[src/rtl/key_debounce.sv]
// Push-button conditioner: 2-FF synchronizer, stable-time filter FSM, level and press/release strobes.
// Optional auto-repeat of the press strobe while held is enabled by defining KEY_AUTOREPEAT_EN.
module key_debounce #(
  parameter int unsigned DEBOUNCE_CYCLES = 1_000_000,
  parameter bit          ACTIVE_LOW      = 1'b1,
  parameter int unsigned REPEAT_DELAY    = 25_000_000,
  parameter int unsigned REPEAT_PERIOD   = 5_000_000
) (
  input  logic clk50_i,
  input  logic arst_i,
  input  logic key_i,
  output logic key_level_o,
  output logic key_press_o,
  output logic key_release_o
);

  // state        | meaning
  // IDLE         | released, waiting for a pressed sample
  // PRESS_WAIT   | counting consecutive pressed samples
  // PRESSED      | debounced pressed
  // RELEASE_WAIT | counting consecutive released samples, level still 1
  typedef enum logic [1:0] {IDLE, PRESS_WAIT, PRESSED, RELEASE_WAIT} state_e;

  localparam int unsigned    CNT_W    = $clog2(DEBOUNCE_CYCLES);
  localparam logic [CNT_W-1:0] CNT_LAST = CNT_W'(DEBOUNCE_CYCLES - 1);
  localparam logic [CNT_W-1:0] CNT_ONE  = CNT_W'(1);
  localparam logic             REL_LVL  = ACTIVE_LOW;

  logic [1:0]       sync_q, sync_d;
  state_e           state_q, state_d;
  logic [CNT_W-1:0] cnt_q, cnt_d;
  logic             level_q, level_d;
  logic             press_q, press_d;
  logic             release_q, release_d;
  logic             s_pressed;
  logic             rpt_fire;

  assign sync_d    = {sync_q[0], key_i};
  assign s_pressed = sync_q[1] ^ ACTIVE_LOW;

  always_comb begin
    state_d = state_q;
    cnt_d   = cnt_q;
    case (state_q)
      IDLE: begin
        if (s_pressed) begin
          state_d = PRESS_WAIT;
          cnt_d   = CNT_ONE;
        end
      end
      PRESS_WAIT: begin
        if (!s_pressed) begin
          state_d = IDLE;
          cnt_d   = '0;
        end else if (cnt_q == CNT_LAST) begin
          state_d = PRESSED;
          cnt_d   = '0;
        end else begin
          cnt_d = cnt_q + CNT_ONE;
        end
      end
      PRESSED: begin
        if (!s_pressed) begin
          state_d = RELEASE_WAIT;
          cnt_d   = CNT_ONE;
        end
      end
      RELEASE_WAIT: begin
        if (s_pressed) begin
          state_d = PRESSED;
          cnt_d   = '0;
        end else if (cnt_q == CNT_LAST) begin
          state_d = IDLE;
          cnt_d   = '0;
        end else begin
          cnt_d = cnt_q + CNT_ONE;
        end
      end
      default: begin
        state_d = IDLE;
        cnt_d   = '0;
      end
    endcase
  end

  always_comb begin
    level_d   = (state_d == PRESSED) || (state_d == RELEASE_WAIT);
    press_d   = (level_d & ~level_q) | rpt_fire;
    release_d = ~level_d & level_q;
  end

  always_ff @(posedge clk50_i) begin
    if (arst_i) begin
      sync_q    <= {2{REL_LVL}};
      state_q   <= IDLE;
      cnt_q     <= '0;
      level_q   <= 1'b0;
      press_q   <= 1'b0;
      release_q <= 1'b0;
    end else begin
      sync_q    <= sync_d;
      state_q   <= state_d;
      cnt_q     <= cnt_d;
      level_q   <= level_d;
      press_q   <= press_d;
      release_q <= release_d;
    end
  end

`ifdef KEY_AUTOREPEAT_EN
  localparam int unsigned RPT_MAX = (REPEAT_DELAY > REPEAT_PERIOD) ? REPEAT_DELAY : REPEAT_PERIOD;
  localparam int unsigned RPT_W   = $clog2(RPT_MAX);
  localparam logic [RPT_W-1:0] DELAY_LAST  = RPT_W'(REPEAT_DELAY - 1);
  localparam logic [RPT_W-1:0] PERIOD_LAST = RPT_W'(REPEAT_PERIOD - 1);

  logic [RPT_W-1:0] rpt_cnt_q, rpt_cnt_d;
  logic             rpt_first_q, rpt_first_d;

  // Counter only advances in PRESSED; a bounce into RELEASE_WAIT pauses it rather than restarting.
  always_comb begin
    rpt_cnt_d   = rpt_cnt_q;
    rpt_first_d = rpt_first_q;
    rpt_fire    = 1'b0;
    if (!level_d) begin
      rpt_cnt_d   = '0;
      rpt_first_d = 1'b1;
    end else if (state_q == PRESSED) begin
      if (rpt_cnt_q == (rpt_first_q ? DELAY_LAST : PERIOD_LAST)) begin
        rpt_fire    = 1'b1;
        rpt_cnt_d   = '0;
        rpt_first_d = 1'b0;
      end else begin
        rpt_cnt_d = rpt_cnt_q + RPT_W'(1);
      end
    end
  end

  always_ff @(posedge clk50_i) begin
    if (arst_i) begin
      rpt_cnt_q   <= '0;
      rpt_first_q <= 1'b1;
    end else begin
      rpt_cnt_q   <= rpt_cnt_d;
      rpt_first_q <= rpt_first_d;
    end
  end
`else
  assign rpt_fire = 1'b0;
`endif

  assign key_level_o   = level_q;
  assign key_press_o   = press_q;
  assign key_release_o = release_q;

endmodule

[config.mk]
export PLATFORM = sky130hd
export DESIGN_NAME = key_debounce
export DESIGN_NICKNAME = d
export VERILOG_FILES = /design/src/rtl/key_debounce.sv
export SDC_FILE = /design/constraint.sdc
export NUM_CORES = 1
export LEC_CHECK = 0
export ABC_AREA = 0
export CAP_MARGIN = 20
export CORE_MARGIN = 1
export CORE_UTILIZATION = 55
export DETAILED_ROUTE_END_ITERATION = 8
export HOLD_SLACK_MARGIN = 0.1
export MAX_ROUTING_LAYER = met4
export PLACE_DENSITY = 0.85
export SLEW_MARGIN = 30
export SYNTH_ARGS = -nofsm -noshare
export SYNTH_HDL_FRONTEND = slang
export SYNTH_SLANG_ARGS = --single-unit
[constraint.sdc]
create_clock -name clk50_i -period 5.08 [get_ports clk50_i]
set_clock_uncertainty 0.05 [all_clocks]
set_input_delay 1.524 -clock clk50_i [delete_from_list [all_inputs] [get_ports clk50_i]]
set_output_delay 1.524 -clock clk50_i [all_outputs]
set_load 0.05 [all_outputs]
==> results of run 1 <==
layer usage:
metal / wire length, µm / global-route usage
met5: 0 / -
met4: 37 / 0.100
met3: 73 / 0.0340
met2: 1270 / 0.393
met1: 1130 / 0.298
cell type report:
type / count / area [µm²] / share of cell area
Multi-Input combinational cell: 108 / 686 / 0.506
Tap cell: 28 / 35.0 / 0.0259
Timing Repair Buffer: 5 / 50.0 / 0.0370
Clock buffer: 3 / 22.5 / 0.0166
Sequential cell: 27 / 541 / 0.399
Clock inverter: 1 / 5.00 / 0.00370
Inverter: 4 / 15.0 / 0.0111
registers in the layout, summed over array words and instances, names as in the netlist:
signal         cells
sync_q             2
state_q            2
key_level_o        1
key_press_o        1
key_release_o      1
cnt_q             20
power breakdown:
| part | total, mW | switching [mW] | internal [mW] |
|---|---|---|---|
| Combinational | 0.0112 | 0.00726 | 0.00389 |
| Clock | 0.0930 | 0.0634 | 0.0295 |
| Sequential | 0.215 | 0.00201 | 0.213 |
synthesized netlist by cell type (2+ instances only):
cell,n
a211oi_1,3
a21oi_1,16
and3_1,4
and4_1,2
buf_2,2
clkbuf_1,4
dfxtp_1,27
inv_1,4
nand2_1,7
nand3_1,8
nand4_1,3
nor2_1,5
nor3_1,6
nor4b_1,2
o2111ai_1,3
o211ai_1,2
o21ai_0,11
o31ai_1,5
or2_2,2
or3_1,8
or4_1,7
xnor2_1,2
xor2_1,3
worst max path at each step:
stage	from	end	slack, ps
6_report	key_level_o	key_level_o	1950
5_1_grt	key_level_o	key_level_o	1900
4_1_cts	key_level_o	key_level_o	1930
3_5_place_dp	arst_i	cnt_q[19]	2130
3_3_place_gp	arst_i	cnt_q[3]	2190
2_1_floorplan	key_level_o	key_level_o	2870
per-stage QoR:
step	utilization	setup slack, ps	cells	hold WS (ps)	total power, mW
6_report	0.618	1950	176	395	0.319
5_1_grt	0.618	1900	176	418	0.331
4_1_cts	0.618	1930	176	393	0.323
3_5_place_dp	0.605	2130	172	358	0.231
3_3_place_gp	0.605	2190	172	344	0.230
2_1_floorplan	-	2870	145	339	0.227
logic make-up after synthesis:
logic type / count (synthesis) / share of synthesized area
compound gates: 43 / 0.213
xor+xnor: 6 / 0.0474
fa+ha+maj: 1 / 0.00988
simple gates: 58 / 0.271
buf+inv: 10 / 0.0316
flops: 27 / 0.427
==> out/metrics.yaml, run 1 <==
status:
  outcome: "finished clean"
synth:
  synth_edf_count: 0
  synth_warnings: 0
  async_reset_ff_frac: 0
  yosys_register_bits: 27
  netlist_area_um2: 1270
  ys.flop_type: "dfxtp_1"
  syn-num-nets: 149
  ys_seq_area_frac: 0.427
  synth.distinct_cells: 32
  avgSynthCellArea_um2: 8.73
  syn_inst: 145
  yosys-top-cells-area: "dfxtp_1, a21oi_1, o21ai_0"
  synth_area_leader_cell: "dfxtp_1"
  synth_top_area_frac: 0.427
global_routing:
  grt_pass1_wl_um: 4560
  grt_pass1_vias: 1080
  antenna_found_initial: 0
  grt_usage: 0.242
  grt_overflow: 0
  grt_max_degree: 16
critical_path:
  path_delay_family: "buffers and inverters"
  endpoint_kind: "output port"
  critical_path_class: "flip-flop to output port"
  cp_slowest_cell: "clkdlybuf4s50_1"
  regToRegSetupSlack_ps: 2730
  cp_cell_sequence: "clkdlybuf4s50_1"
  arrival_ps: 1550
  cpPeakStageDelay_ps: 830
  rr_worst_depth: 5
  start_kind: "flip-flop"
  cp.buffers_inverters: 1
  cp_num_cells: 1
  regToRegStartpoint: "cnt_q[0]"
  crit_required_ps: 3510
  critPathMaxFanout: 3
  rr_endpoint: "cnt_q[5]"
power:
  power_density_nw_per_um2: 236
  power.ir.vdd_worst_mv: 0.160
  leakage_nw: 0.397
routing:
  route.vias.total: 1115
  drc_errors: 0
  vias_per_cell: 6.34
  dr.pass1.iters: 4
  ant_nets: 0
  wl_um: 2510
  wl_per_cell_um: 14.3
  drt_iter0_drc: 34
cts:
  cts-root-buf: "clkbuf_4"
  cts.path.max_buffers: 2
  clock_latency_ps: 320
  postCtsHoldBufs: 0
  cts_made_buffers: 3
  cts_resized: 0
  cts_tree: "yes"
  postCtsSetupBuffers: 0
  worst_setup_hold_path_clk_slew_ps: 150
  ctsHtreeMaxLevel: 1
  clock_sinks: 27
flow_run:
  max_cap_viol_count: 0
floorplanning:
  fp-row-count: 17
  io_pins: 6
  dieArea_um2: 2500
  die_w_um: 50.0
  initial_core_util: 0.578
  die_h_um: 50.0
  coreArea_um2: 2190
min_path:
  hp-start: "sync_q[0]"
  min_to: "sync_q[1]"
  hold_path.class: "flip-flop to flip-flop"
  hold_path_depth: 1
timing:
  period_share: 0.616
  worst_slew_pin_slew_ps: 869
  layout_min_cycle_time_ps: 3130
  relSlewSlack: 0.418
  hold_viol: 0
  setup_violations: 0
  grt_setup_unrepaired: "false"
  slew_violations: 0
  max_freq_ghz: 0.320
  fin_setup_tns_ps: 0
finish:
  fin_nets: 153
  final_common_cell: "dfxtp_1"
  area_delta_synth_final_pct: 6.92
  nFillCells: 190
  most-common-layout-cells: "dfxtp_1, a21oi_1, o21ai_0"
  final_cell_area_um2: 1350
  drive_gt1_frac: 0.0676
  diodes: 0
place:
  io_buffers: 5
  place_hpwl_um: 1750
  place_area_um2: 1330
  gp_congestion: 0.833
Note: power is estimated with default switching activity, not from simulation.
==> inputs of run 2 (changes only) <==
- CORE_UTILIZATION: 55 -> 52
- PLACE_DENSITY: 0.85 -> 0.84
- clock period: 5.08 -> 2.5 ns (I/O delays scaled with it)
==> out/metrics.yaml, run 2 (same netlist as run 1, synthesis figures left out) <==
critical_path:
  start_kind: "flip-flop"
  path_delay_family: "buffers and inverters"
  cpPeakStageDelay_ps: 810  # -20 ps
  critical_path_class: "flip-flop to output port"
  crit_required_ps: 1700  # -1810 ps
  arrival_ps: 1540  # about the same
  cp.buffers_inverters: 1  # unchanged
  cp_slowest_cell: "clkdlybuf4s50_1"
  critPathMaxFanout: 3  # unchanged
  endpoint_kind: "output port"
  cp_cell_sequence: "clkdlybuf4s50_1"
routing:
  dr.pass1.iters: 4  # unchanged
  route.vias.total: 1142  # +2.4%
  vias_per_cell: 6.38  # +0.70%
  ant_nets: 0  # unchanged
  wl_per_cell_um: 14.9  # +4.5%
  drc_errors: 0  # unchanged
  drt_iter0_drc: 50  # +47%
  wl_um: 2670  # +6.3%
cts:
  cts.path.max_buffers: 2  # unchanged
  cts_tree: "yes"
  cts_made_buffers: 3  # unchanged
  ctsHtreeMaxLevel: 1  # unchanged
  cts-root-buf: "clkbuf_4"
  clock_latency_ps: 330  # about the same
  clock_sinks: 27  # unchanged
  worst_setup_hold_path_clk_slew_ps: 150  # about the same
floorplanning:
  die_h_um: 51.3  # +2.7%
  die_w_um: 51.3  # +2.7%
  fp-row-count: 17  # unchanged
  io_pins: 6  # unchanged
  coreArea_um2: 2250  # +2.9%
  dieArea_um2: 2640  # +5.5%
  initial_core_util: 0.562  # -0.0164
global_routing:
  grt_pass1_vias: 977  # -9.5%
  grt_pass1_wl_um: 4330  # -5.1%
  grt_overflow: 0  # unchanged
  antenna_found_initial: 0  # unchanged
  grt_max_degree: 17  # +1
  grt_usage: 0.226  # -0.0156
power:
  power_density_nw_per_um2: 476  # +100%
  leakage_nw: 0.408  # +2.8%
  power.ir.vdd_worst_mv: 0.377  # +140%
timing:
  slew_violations: 0  # unchanged
  max_freq_ghz: 0.428
  period_share: 0.935
  layout_min_cycle_time_ps: 2340
  relSlewSlack: 0.421  # +0.00303
  grt_setup_unrepaired: "false"
  worst_slew_pin_slew_ps: 864  # -4.52 ps
  hold_viol: 0  # unchanged
  fin_setup_tns_ps: 0  # unchanged
  setup_violations: 0  # unchanged
  setup_ws_ps: 163  # -1790 ps
finish:
  drive_gt1_frac: 0.0927  # +0.0251
  top_regs: "cnt_q: 20 flops, state_q: 2 flops, sync_q: 2 flops"
  regMostFlops: "cnt_q"
  final_util: 0.614  # -0.00417
  largest_reg_flops: 20  # unchanged
  most-common-layout-cells: "dfxtp_1, a21oi_1, o21ai_0"
  final_common_cell: "dfxtp_1"
  fin_nets: 156  # +2.0%
  area_delta_synth_final_pct: 9.29
  diodes: 0  # unchanged
place:
  place_ws_ps: 219  # -1910 ps
  gp_congestion: 0.913  # +9.6%
  io_buffers: 5  # unchanged
  place_hpwl_um: 1940  # +11%
status:
  outcome: "finished clean"
flow_run:
  max_cap_viol_count: 0  # unchanged
min_path:
  hold_path.class: "flip-flop to flip-flop"
[run 2: cell types whose count changed in the layout (fill, tap and decap cells not counted)]
cell | before | now
clkinv_2 | 1 | 0
nor3_2 | 0 | 1
buf_4 | 0 | 3
nor3_1 | 6 | 5
clkinvlp_4 | 0 | 1
[run 2: routing by layer]
| layer | part of all wire | GRT usage | wire (µm) |
|---|---|---|---|
| met3 | 0.042 | 0.0357 | 112 |
| met4 | 0.018 | 0.0946 | 48 |
| met1 | 0.42 | 0.277 | 1130 |
| met2 | 0.51 | 0.371 | 1370 |
| met5 | 0 | - | 0 |
[run 2: what timing repair did]
action	CTS	global route
hold buffers	0	0
setup endpoints to repair	0	1
gates resized for setup	0	1
buffers inserted	0	0
[run 2: area by class of cell]
cell class / instances / area, µm²
clock buffer: 3 / 22.5
clock inverter: 1 / 7.51
tap: 28 / 35.0
multi-input combinational: 108 / 691
timing repair buffer: 8 / 72.6
fill: 216 / 871
sequential: 27 / 541
inverter: 4 / 15.0
[run 2: path summary, 6_finish.rpt]
check              startpoint  slack (ps)       endpoint  cells after the start
hold / removal      sync_q[0]         410      sync_q[1]                      1
setup / recovery  key_level_o         160    key_level_o                      1
setup reg to reg     cnt_q[0]         200  key_release_o                      5
hold reg to reg     sync_q[0]         410      sync_q[1]                      1
[run 2: report_power, final]
group	leakage, nW	internal, mW	switching [mW]
clock	0.0139	0.0613	0.133
combinational	0.176	0.0112	0.0159
sequential	0.218	0.433	0.00410
total	0.408	0.506	0.153
[run 2: per-stage QoR]
stage / hold slack (ps) / total power, mW / cell area, µm² / cells
after floorplan: 339 / 0.462 / 1270 / 145
after global placement: 349 / 0.472 / 1350 / 175
after detailed placement: 377 / 0.473 / 1350 / 175
after CTS: 416 / 0.663 / 1380 / 179
after global routing: 438 / 0.684 / 1380 / 179
final: 409 / 0.659 / 1380 / 179
==> edit 1, RTL diff (settings of run 2) <==
Build with the macro `KEY_AUTOREPEAT_EN` defined.
--- a/src/rtl/key_debounce.sv
+++ b/src/rtl/key_debounce.sv
@@ -1,5 +1,7 @@
 // Push-button conditioner: 2-FF synchronizer, stable-time filter FSM, level and press/release strobes.
 // Optional auto-repeat of the press strobe while held is enabled by defining KEY_AUTOREPEAT_EN.
+`define KEY_AUTOREPEAT_EN
+
 module key_debounce #(
   parameter int unsigned DEBOUNCE_CYCLES = 1_000_000,
   parameter bit          ACTIVE_LOW      = 1'b1,
Behaviour: no difference found for any inputs over 10 cycles, from zero or initial values and one cycle with arst_i high; that may be too few to reach the edited logic, so the function may still have changed.
==> edit 1 against run 2 <==
- sequential share of layout area shrank 1.7 points
- final cell count is 110% higher
- synthesized area is 110% higher
- via count increased by 83%
- core utilization is 1.7 points lower
- worst hold slack worse by 26 ps
- wire length grew 84%
- cell area grew 110%
- sequential cell count rose by 26
- highest routed layer unchanged
- synthesized cell count up 100%
- worst setup slack better by 50 ps
- total power is 120% higher
==> edit 1: results (changes against run 2) <==
{| class="wikitable"
! Metric !! Value
|-
| Result of the run || complete, no violations (unchanged)
|-
| Post-layout nets || 310 (was 156)
|-
| Post-place setup slack || 150 ps (was 219 ps)
|-
| XOR/XNOR Fraction of Synth Area || 11.1% (was 4.74%)
|-
| WL met2 || 2370 um (was 1370 um)
|-
| Main area contributors after synthesis || dfxtp_1, xor2_1, nor2_1 (was dfxtp_1, a21oi_1, o21ai_0)
|-
| Library cells used by synthesis || 53 (was 32)
|-
| Register with the most flip-flops || rpt_cnt_q (was cnt_q)
|-
| Max-slew headroom || 55.6% (was 42.1%)
|-
| Top cells by instance count after synthesis || dfxtp_1, nor2_1, nand2_1 (was dfxtp_1, a21oi_1, o21ai_0)
|-
| Clock-pin transition on the worst setup and hold timing paths || 90 ps (was 150 ps)
|-
| Largest registers || rpt_cnt_q x25, cnt_q x20 (was cnt_q x20, state_q x2, sync_q x2)
|-
| Via count || 2087 (was 1142)
|-
| Sequential cell area || 1060 sq um (was 541 sq um)
|-
| Inverters, non-clock || 9 (was 4)
|-
| Clock network area share || 4.23% (was 2.17%)
|-
| End-of-flow core utilization || 59.7% (was 61.4%)
|-
| Static leakage || 0.959 nW (was 0.408 nW)
|-
| Routed length on met1 || 2340 um (was 1130 um)
|-
| Clock buffer cells || 6 (was 3)
|-
| Fraction of final layout cells sized beyond drive strength 1 || 9.80% (was 9.27%)
|-
| Placeable core area || 4750 sq um (was 2250 sq um)
|-
| Synthesized Nets || 300 (was 149)
|-
| Synth Area in Adders || 0.963% (was 0.988%)
|-
| Post-synthesis area per instance || 8.81 sq um (was 8.73 sq um)
|-
| Bufs w/o clock || 10 (was 8)
|-
| Global Route Usage Sum || 20.3% (was 22.6%)
|-
| Met3 WL || 131 um (was 112 um)
|-
| Sequential cell count || 53 (was 27)
|-
| NonClk Buf Share || 3.09% (was 5.24%)
|-
| Routability cong. || 0.865 (was 0.913)
|-
| Critical register-to-register path startpoint || rpt_cnt_q[8] (was cnt_q[0])
|-
| Mux cell area share after synthesis || 0.385% (was 0%)
|-
| CTS HTree Levels || 2 (was 1)
|-
| Endpoint arrival time on the critical path || 1490 ps (was 1540 ps)
|-
| Placed cell area || 2720 sq um (was 1350 sq um)
|-
| Final wirelength || 4910 um (was 2670 um)
|-
| Placed wire-length estimate || 3420 um (was 1940 um)
|-
| Worst IR Drop VDD || 369 uV (was 377 uV)
|-
| Clock buffer count from CTS || 5 (was 3)
|-
| Fraction of post-synthesis cell area in the top cell type by area || 40.8% (was 42.7%)
|-
| Insertion delay of the later-clocked pin in the worst-skew pair || 310 ps (was 330 ps)
|-
| Placed cells || 365 (was 175)
|-
| Cell at the root of the clock tree || clkbuf_8 (was clkbuf_4)
|-
| Complex-gate fraction of the synthesized area || 8.48% (was 21.3%)
|-
| Fill cell total of the finished layout || 413 (was 216)
|-
| Via/cell ratio || 5.60 (was 6.38)
|-
| Share of synthesized area occupied by flip-flops and latches || 40.8% (was 42.7%)
|}
## edit 1: cell count changes after synthesis, sizes merged, moves of 6 or more
cell,before,now
a21oi,16,10
dfxtp,27,53
nand2,7,27
nand3,8,21
nand4,3,13
nor2,5,51
nor4,0,10
xnor2,3,11
xor2,3,22
## edit 1: where the power goes
group | internal (mW) | leakage [nW] | switching, mW | total, mW
Combinational | 0.0110 | 0.474 | 0.0159 | 0.0269
Sequential | 0.846 | 0.427 | 0.00313 | 0.849
Clock | 0.326 | 0.0574 | 0.276 | 0.601
Total | 1.18 | 0.959 | 0.295 | 1.48
## edit 1: routing by layer
| metal | global-route usage, % | vias up |
|---|---|---|
| met5 | - | - |
| met1 | 25.6 | 1000 |
| li1 | - | 1053 |
| met3 | 4.14 | 6 |
| met2 | 32.7 | 28 |
| met4 | 6.54 | 0 |
## edit 1: final timing paths
check	to	slack [ps]	cells after the start
min	sync_q[1]	380	1
max reg2reg	rpt_cnt_q[9]	370	5
min reg2reg	sync_q[1]	380	1
max	key_level_o	210	1
==> edit 2, RTL diff (settings of run 2) <==
Without the edit above. Add an input register stage for `key_i`; this delays it by one clock.
--- a/src/rtl/key_debounce.sv
+++ b/src/rtl/key_debounce.sv
@@ -26,6 +26,12 @@
   localparam logic [CNT_W-1:0] CNT_ONE  = CNT_W'(1);
   localparam logic             REL_LVL  = ACTIVE_LOW;
 
+  logic key_q;
+
+  always_ff @(posedge clk50_i) begin
+    key_q <= key_i;
+  end
+
   logic [1:0]       sync_q, sync_d;
   state_e           state_q, state_d;
   logic [CNT_W-1:0] cnt_q, cnt_d;
@@ -35,7 +41,7 @@
   logic             s_pressed;
   logic             rpt_fire;
 
-  assign sync_d    = {sync_q[0], key_i};
+  assign sync_d    = {sync_q[0], key_q};
   assign s_pressed = sync_q[1] ^ ACTIVE_LOW;
 
   always_comb begin
Behaviour: no difference found for any inputs over 10 cycles, from zero or initial values and one cycle with arst_i high; that may be too few to reach the edited logic, so the function may still have changed.
==> edit 2 against run 2 <==
- sequential cell count rose by 1
- first-iteration DRC count fell by 18%
- wire length up 0.86%
- count of clock-buffer cells in the layout is the same
- combinational power up 8.9%
- total power grew 19%
- non-clock buffer count increased by 3
- critical path depth unchanged
- synthesized area up 1.6%
- worst setup slack got worse by 43 ps
- cell area rose by 4.2%
==> edit 2: results (changes against run 2) <==
{| class="wikitable"
! Metric !! Value
|-
| Hold path start || key_q (was sync_q[0])
|-
| Endpoint arrival time on the critical path || 1580 ps (was 1540 ps)
|-
| Worst IR Drop VDD || 376 uV (was 377 uV)
|-
| Final wirelength || 2690 um (was 2670 um)
|-
| Result of the run || complete, no violations (unchanged)
|-
| Routability cong. || 0.976 (was 0.913)
|-
| Number of cells upsized or downsized after cts || 0 (unchanged)
|-
| Largest fanout on the critical path || 3 (unchanged)
|-
| Main area contributors after synthesis || dfxtp_1, a21oi_1, o21ai_0 (unchanged)
|-
| Post-layout nets || 160 (was 156)
|-
| Post-place setup slack || 308 ps (was 219 ps)
|-
| Via/cell ratio || 6.48 (was 6.38)
|-
| Static leakage || 0.443 nW (was 0.408 nW)
|-
| Register-to-register setup slack || 250 ps (was 200 ps)
|-
| Placed cell area || 1380 sq um (was 1350 sq um)
|-
| Share of synthesized area occupied by flip-flops and latches || 43.6% (was 42.7%)
|-
| Worst hold slack after final layout || 383 ps (was 409 ps)
|-
| Synthesized Nets || 150 (was 149)
|-
| Top cells by instance count after synthesis || dfxtp_1, a21oi_1, o21ai_0 (unchanged)
|-
| Global Route Usage Sum || 24.0% (was 22.6%)
|-
| Min-Delay Endpoint || sync_q[0] (was sync_q[1])
|-
| Wire length of the first global-routing pass || 4630 um (was 4330 um)
|-
| Number of DRC violations after detailed-routing iteration 0 || 41 (was 50)
|-
| Synth Area in Adders || 0.973% (was 0.988%)
|-
| Clock-pin transition on the worst setup and hold timing paths || ~160 ps
|-
| XOR/XNOR Fraction of Synth Area || 4.67% (was 4.74%)
|-
| Fill cell total of the finished layout || 169 (was 216)
|-
| Total setup buffers inserted after CTS || 0 (unchanged)
|-
| Number of global-route vias before repair || 1071 (was 977)
|-
| Largest stage delay, worst path || between 800 and 900 ps
|-
| Actual transition at the worst max-transition pin || 792 ps (was 864 ps)
|-
| Fraction of final layout cells sized beyond drive strength 1 || 10.3% (was 9.27%)
|-
| Complex-gate fraction of the synthesized area || 21.0% (was 21.3%)
|-
| Placed wire-length estimate || 1880 um (was 1940 um)
|}
[edit 2: cell types whose count changed after synthesis]
cell / delta
dfxtp_1: +1
[edit 2: area by class of cell]
class                           instances  area, sq um  area share (%)
Multi-Input combinational cell        108          686            47.6
Sequential cell                        28          561            38.9
Timing Repair Buffer                   11         92.6            6.42
Tap cell                               28         35.0            2.43
Clock inverter                          1         30.0            2.08
Clock buffer                            3         22.5            1.56
Inverter                                4         15.0            1.04
[edit 2: cells by family after synthesis]
kind of cell | Yosys count
XOR/XNOR | 6
buffers and inverters | 10
AND/OR/NAND/NOR | 58
AO/OA/AOI/OAI | 43
flip-flops | 28
adder cells (fa/ha/maj) | 1
[edit 2: power breakdown]
part           internal, mW  leakage, nW  switching (mW)
Sequential            0.450        0.226         0.00268
Clock                 0.162       0.0279           0.140
Combinational        0.0118        0.189          0.0177
[edit 2: worst max-delay path by stage]
stage,start,to,slack (ps),depth (start not counted)
2_1_floorplan,cnt_q[0],key_press_o,490,6
3_3_place_gp,cnt_q[0],key_press_o,420,5
3_5_place_dp,cnt_q[0],key_release_o,310,5
4_1_cts,key_level_o,key_level_o,130,1
5_1_grt,key_level_o,key_level_o,80,1
6_report,key_level_o,key_level_o,120,1
[edit 2: metal layers]
metal  wire length (um)  vias to the layer above  GRT usage [%]  share of wire, %
li1                   -                      578              -                 -
met1               1160                      555           30.3                43
met4                 48                        0           10.4               1.8
met5                  0                        -              -                 0
met3                146                        4           2.63               5.4
met2               1340                       49           39.0                50
[edit 2: per-stage QoR]
stage,utilization (%),std cells
after floorplan,-,146
after global placement,60.8,178
after detailed placement,60.8,178
after CTS,63.1,182
after global routing,63.3,183
final,63.3,183
